`src/rtl/capture_ram_controller.sv`:
```
// capture_ram_controller: circular logic-analyser capture buffer sequencer for a single-port RAM.
module capture_ram_controller #(
    parameter int AW = 5,
    parameter int DW = 8
) (
    input  logic          clk,
    input  logic          reset,
    input  logic          arm,
    input  logic          sample_valid,
    input  logic [DW-1:0] sample_data,
    input  logic          trigger,
    input  logic [AW-1:0] post_count,
    output logic          busy,
    output logic          done,
    output logic          rd_valid,
    input  logic          rd_ready,
    output logic [DW-1:0] rd_data,
    output logic          rd_last,
    output logic [AW-1:0] ram_addr,
    output logic          ram_rw,
    output logic [DW-1:0] ram_wdata,
    input  logic [DW-1:0] ram_rdata
);
    localparam logic [2:0] IDLE    = 3'd0;
    localparam logic [2:0] PRE     = 3'd1;
    localparam logic [2:0] POST    = 3'd2;
    localparam logic [2:0] RD_ADDR = 3'd3;
    localparam logic [2:0] RD_WAIT = 3'd4;
    localparam logic [2:0] RD_OUT  = 3'd5;
    localparam logic [AW:0] LEN_FULL = (AW+1)'(1) << AW;
    logic [2:0]    r_state;
    logic [AW-1:0] r_wr_ptr;
    logic          r_wrapped;
    logic [AW-1:0] r_remaining;
    logic [AW-1:0] r_rd_ptr;
    logic [AW:0]   r_len;
    logic          r_done;
    logic          w_write;
    logic          w_fin;
    logic          w_rd;
    logic [AW-1:0] w_wr_next;
    logic          w_wrap_next;
    assign w_write     = (r_state == PRE || r_state == POST) && sample_valid;
    assign w_wr_next   = r_wr_ptr + 1'b1;
    assign w_wrap_next = r_wrapped || (r_wr_ptr == {AW{1'b1}});
    // Last stored sample: trigger with no post samples, or the final post sample.
    assign w_fin = w_write && ((r_state == PRE && trigger && post_count == '0) ||
                               (r_state == POST && r_remaining == AW'(1)));
    assign w_rd      = r_state == RD_ADDR || r_state == RD_WAIT || r_state == RD_OUT;
    assign busy      = r_state != IDLE;
    assign done      = r_done;
    assign rd_valid  = r_state == RD_OUT;
    assign rd_last   = rd_valid && r_len == (AW+1)'(1);
    assign rd_data   = ram_rdata;
    assign ram_rw    = !w_write;
    assign ram_addr  = w_write ? r_wr_ptr : w_rd ? r_rd_ptr : '0;
    assign ram_wdata = w_write ? sample_data : '0;
    always_ff @(posedge clk) begin
        if (reset) begin
            r_state     <= IDLE;
            r_wr_ptr    <= '0;
            r_wrapped   <= 1'b0;
            r_remaining <= '0;
            r_rd_ptr    <= '0;
            r_len       <= '0;
            r_done      <= 1'b0;
        end else begin
            r_done <= 1'b0;
            if (w_write) begin
                r_wr_ptr  <= w_wr_next;
                r_wrapped <= w_wrap_next;
            end
            if (w_fin) begin
                r_rd_ptr <= w_wrap_next ? w_wr_next : '0;
                r_len    <= w_wrap_next ? LEN_FULL : {1'b0, w_wr_next};
            end
            case (r_state)
                IDLE: if (arm) begin
                    r_state   <= PRE;
                    r_wr_ptr  <= '0;
                    r_wrapped <= 1'b0;
                end
                PRE: if (w_write && trigger) begin
                    r_remaining <= post_count;
                    r_state     <= post_count == '0 ? RD_ADDR : POST;
                end
                POST: if (w_write) begin
                    r_remaining <= r_remaining - 1'b1;
                    r_state     <= r_remaining == AW'(1) ? RD_ADDR : POST;
                end
                RD_ADDR: r_state <= RD_WAIT;
                RD_WAIT: r_state <= RD_OUT;
                RD_OUT: if (rd_ready) begin
                    r_state  <= rd_last ? IDLE : RD_ADDR;
                    r_done   <= rd_last;
                    r_rd_ptr <= r_rd_ptr + 1'b1;
                    r_len    <= r_len - 1'b1;
                end
                default: r_state <= IDLE;
            endcase
        end
    end
endmodule

```
`config.mk`:
```
export PLATFORM = sky130hd
export DESIGN_NAME = capture_ram_controller
export DESIGN_NICKNAME = d
export VERILOG_FILES = /design/src/rtl/capture_ram_controller.sv
export SDC_FILE = /design/constraint.sdc
export NUM_CORES = 1
export LEC_CHECK = 0
export ABC_CLOCK_PERIOD_IN_PS = 2150
export CAP_MARGIN = 20
export CELL_PAD_IN_SITES_DETAIL_PLACEMENT = 1
export CELL_PAD_IN_SITES_GLOBAL_PLACEMENT = 2
export CORE_MARGIN = 5
export CORE_UTILIZATION = 31
export DETAILED_ROUTE_END_ITERATION = 10
export DONT_BUFFER_PORTS = 1
export HOLD_SLACK_MARGIN = 0.02
export PLACE_DENSITY = 0.77
export SLEW_MARGIN = 0
export SYNTH_ARGS = -nofsm -noshare
export SYNTH_HDL_FRONTEND = slang
export SYNTH_SLANG_ARGS = --single-unit
```
`constraint.sdc`:
```
create_clock -name clk -period 2.15 [get_ports clk]
set_clock_uncertainty 0.2 [all_clocks]
set_input_delay 0.43 -clock clk [delete_from_list [all_inputs] [get_ports clk]]
set_output_delay 0.43 -clock clk [all_outputs]
set_load 0.05 [all_outputs]
```
==> impl_metrics.yaml <==
status:
  outcome: "complete, but fails checks"
  violations: "negative setup slack"
critical_path:
  r2r-start: "r_remaining[1]$_SDFFE_PP0P_"
  path_buf_inv: 1
  worstPathCellList: "inv_2 -> ha_1 -> or4b_4 -> nor4_4 -> nor2_2 -> or4_1 -> a31oi_1"
  critPathMaxFanout: 6
  crit_family: "simple AND/OR/NAND/NOR gates"
  crit_path_start: "r_remaining[1]$_SDFFE_PP0P_"
  slowest_delay_ps: 480
  end_kind: "flip-flop"
  required_ps: 2150
  crit_slowest_cell: "or4b_4"
  critPathKind: "reg2reg"
  worstSetupStartpointType: "flip-flop"
  crit_arrival_ps: 2190
logic_synthesis:
  synth-compound-area-share_pct: 20.56
  synthMuxAreaShare_pct: 0.5446
  syn-cell-area_um2: 1838
  async_reset_ff_share_pct: 0
  synth_seq_cells: 26
  synth-simple-area-share_pct: 33.49
  synthFlopType: "dfxtp_1"
  synth_top_area_share_pct: 28.32
  synth_warnings: 0
  yosys.area.top_type: "dfxtp_1"
  seq_area_frac_synth_pct: 28.32
  synth_xor_xnor_area_share_pct: 4.289
  synth_fa_ha_area_share_pct: 4.765
  netlist_top_cells_area: "dfxtp_1 28%, nor2_1 5.7%, ha_1 4.8%"
  syn_nets: 279
  synth.distinct_cells: 49
  synthCells: 245
  syn_area_per_cell_um2: 7.502
  synth_top_family_by_area: "simple AND/OR/NAND/NOR gates"
  yosys-top-cells-count: "28 x nor2_1, 26 x dfxtp_1, 19 x nand2_1, 15 x a21oi_1"
  synth-edff-count: 0
  yosysMostFrequentCell: "nor2_1"
clock_tree:
  postCtsHoldBufs: 2
  clkTransAtPathRegs_ps: 90
  cts.sinks: 26
  htreeDepth: 1
  cts_made_buffers: 3
  clk_path_buf_depth: 2
  root_buffer: "clkbuf_8"
  cts_tree: "built"
  clk_latency_ps: 270
die:
  start_util_pct: 31.42
  dieArea_um2: 7569
  die_w_um: 87
  die_h_um: 87
  fp.coreArea_um2: 5851
  row_count: 28
  pin_count: 53
drt:
  drcViolationCount: 0
  drt-initial-drc-count: 54
  antenna_left: 0
  num_vias: 1852
  wire_per_inst_um: 16.11
  dr.pass1.iters: 4
  vias_per_cell: 5.447
  wl_um: 5478
sta:
  post-route-period-util_pct: 101.9
  max_slew.worst_pin.slew_ps: 480.9
  period_needed_ps: 2192
  tns_ps: -48.22
  finalHoldViolCount: 0
  final-setup-viol-count: 2
  relSlewSlack_pct: 67.89
  fmax_mhz: 456.3
  rsz0062_at_grt: "true"
  setup_slack_ps: -41.61
  whs_ps: 18.10
  drv_slew: 0
global_routing:
  grt_max_degree: 26
  antenna_found_initial: 0
  grt_pass1_wl_um: 9108
  grt.total_usage_pct: 14.73
  grt_pass1_vias: 1898
  grt-ovfl-total: 0
cells_and_area:
  final_cells: 340
  utilization_pct: 41.38
  syn_to_final_growth_pct: 31.72
  final_nets: 300
  fillCellCount: 718
  n_antenna_cell: 0
  drive_gt1_share_pct: 30.19
hold_path:
  hold_start: "reset"
  hp-class: "in2reg"
placed_design:
  finalWeightedCongestion: 0.7828
  port_buffers: 0
  dp_cells: 329
  place_hpwl_um: 4268
power_and_ir_drop:
  irDropWorstVdd_v: 0.0003683
  powerDensity_nw_per_um2: 857.9
  p_leak_uw: 0.0009008
  total_power_uw: 2077
run:
  drv_cap: 0
-- layout make-up --
cell class | count | area [um^2] | area share, %
Tap cell | 75 | 93.84 | 3.876
Clock buffer | 4 | 55.05 | 2.274
Timing Repair Buffer | 39 | 412.9 | 17.05
Sequential cell | 26 | 528.0 | 21.81
Inverter | 8 | 30.03 | 1.240
Multi-Input combinational cell | 188 | 1301 | 53.75
-- cells in the final DEF (no fill, tap or decap), drive strengths merged, types with 2 or more instances in the layout --
cell type and n:
buf 37, nor2 29, dfxtp 26, nand2 19, a21oi 15, o21ai 12, nand3 11, and2 8
nor3 8, inv 8, a31oi 7, nor3b 7, ha 7, nor2b 6, a22o 5, xor2 5
xnor2 4, clkbuf 4, nor4 4, a2bb2oi 3, o21a 3, or2 3, a211oi 3, or3 2
and3 2, nand2b 2, nand4b 2, and3b 2, or4 2, nand4 2, dlygate4sd3 2
-- through the flow --
step / area (um^2) / setup slack (ps)
floorplan: 1901 / -19.50
global route: 2421 / -97.75
finish: 2421 / -41.61
global placement: 2216 / 23.60
CTS: 2344 / -54.93
detailed placement: 2216 / -50.34
-- repair_timing --
| item | 4_1_cts | 5_1_grt |
|---|---|---|
| endpoints found under the setup margin | 18 | 23 |
| buffers inserted | 1 | 4 |
| resized for setup | 23 | 15 |
| hold endpoints to repair | 11 | 12 |
| pin swaps | 1 | 4 |
-- path summary, 6_finish.rpt --
kind,endpoint,slack [ps],depth (start not counted)
setup / recovery,r_rd_ptr[0]$_SDFF_PP0_,-40,7
hold / removal,r_rd_ptr[2]$_SDFF_PP0_,20,1
setup reg to reg,r_rd_ptr[0]$_SDFF_PP0_,-40,7
hold reg to reg,r_wrapped$_SDFF_PP0_,320,2
-- logic make-up (layout without fill, tap and decap cells) --
logic type               after synthesis  in the layout
adder cells (fa/ha/maj)                7              7
XOR/XNOR                               9              9
AO/OA/AOI/OAI                         58             58
AND/OR/NAND/NOR                      113            113
buffers and inverters                 31             51
flip-flops                            26             26
multiplexers                           1              1
-- per-layer routing --
metal / routed length, um / global-route usage (%) / up-vias
met5: 0 / 0 / -
met4: 47 / 3.116 / 0
met3: 198 / 1.987 / 6
met2: 2654 / 25.19 / 41
met1: 2578 / 19.65 / 900
li1: - / - / 905
-- report_power, final --
group          internal (uW)  total [uW]  leakage (uW)  switching, uW
Clock                    164         319     0.0000288            155
Combinational            496        1150      0.000660            657
Sequential               541         605      0.000212           63.9
Total                   1200        2080      0.000901            876
-- sequential cells by signal, summed over array words and instances (netlist names) --
signal / cells
r_wr_ptr: 5
r_len: 6
r_rd_ptr: 5
r_remaining: 5
r_wrapped: 1
done: 1
r_state: 3
No activity file was read; power rests on OpenSTA's default activity.
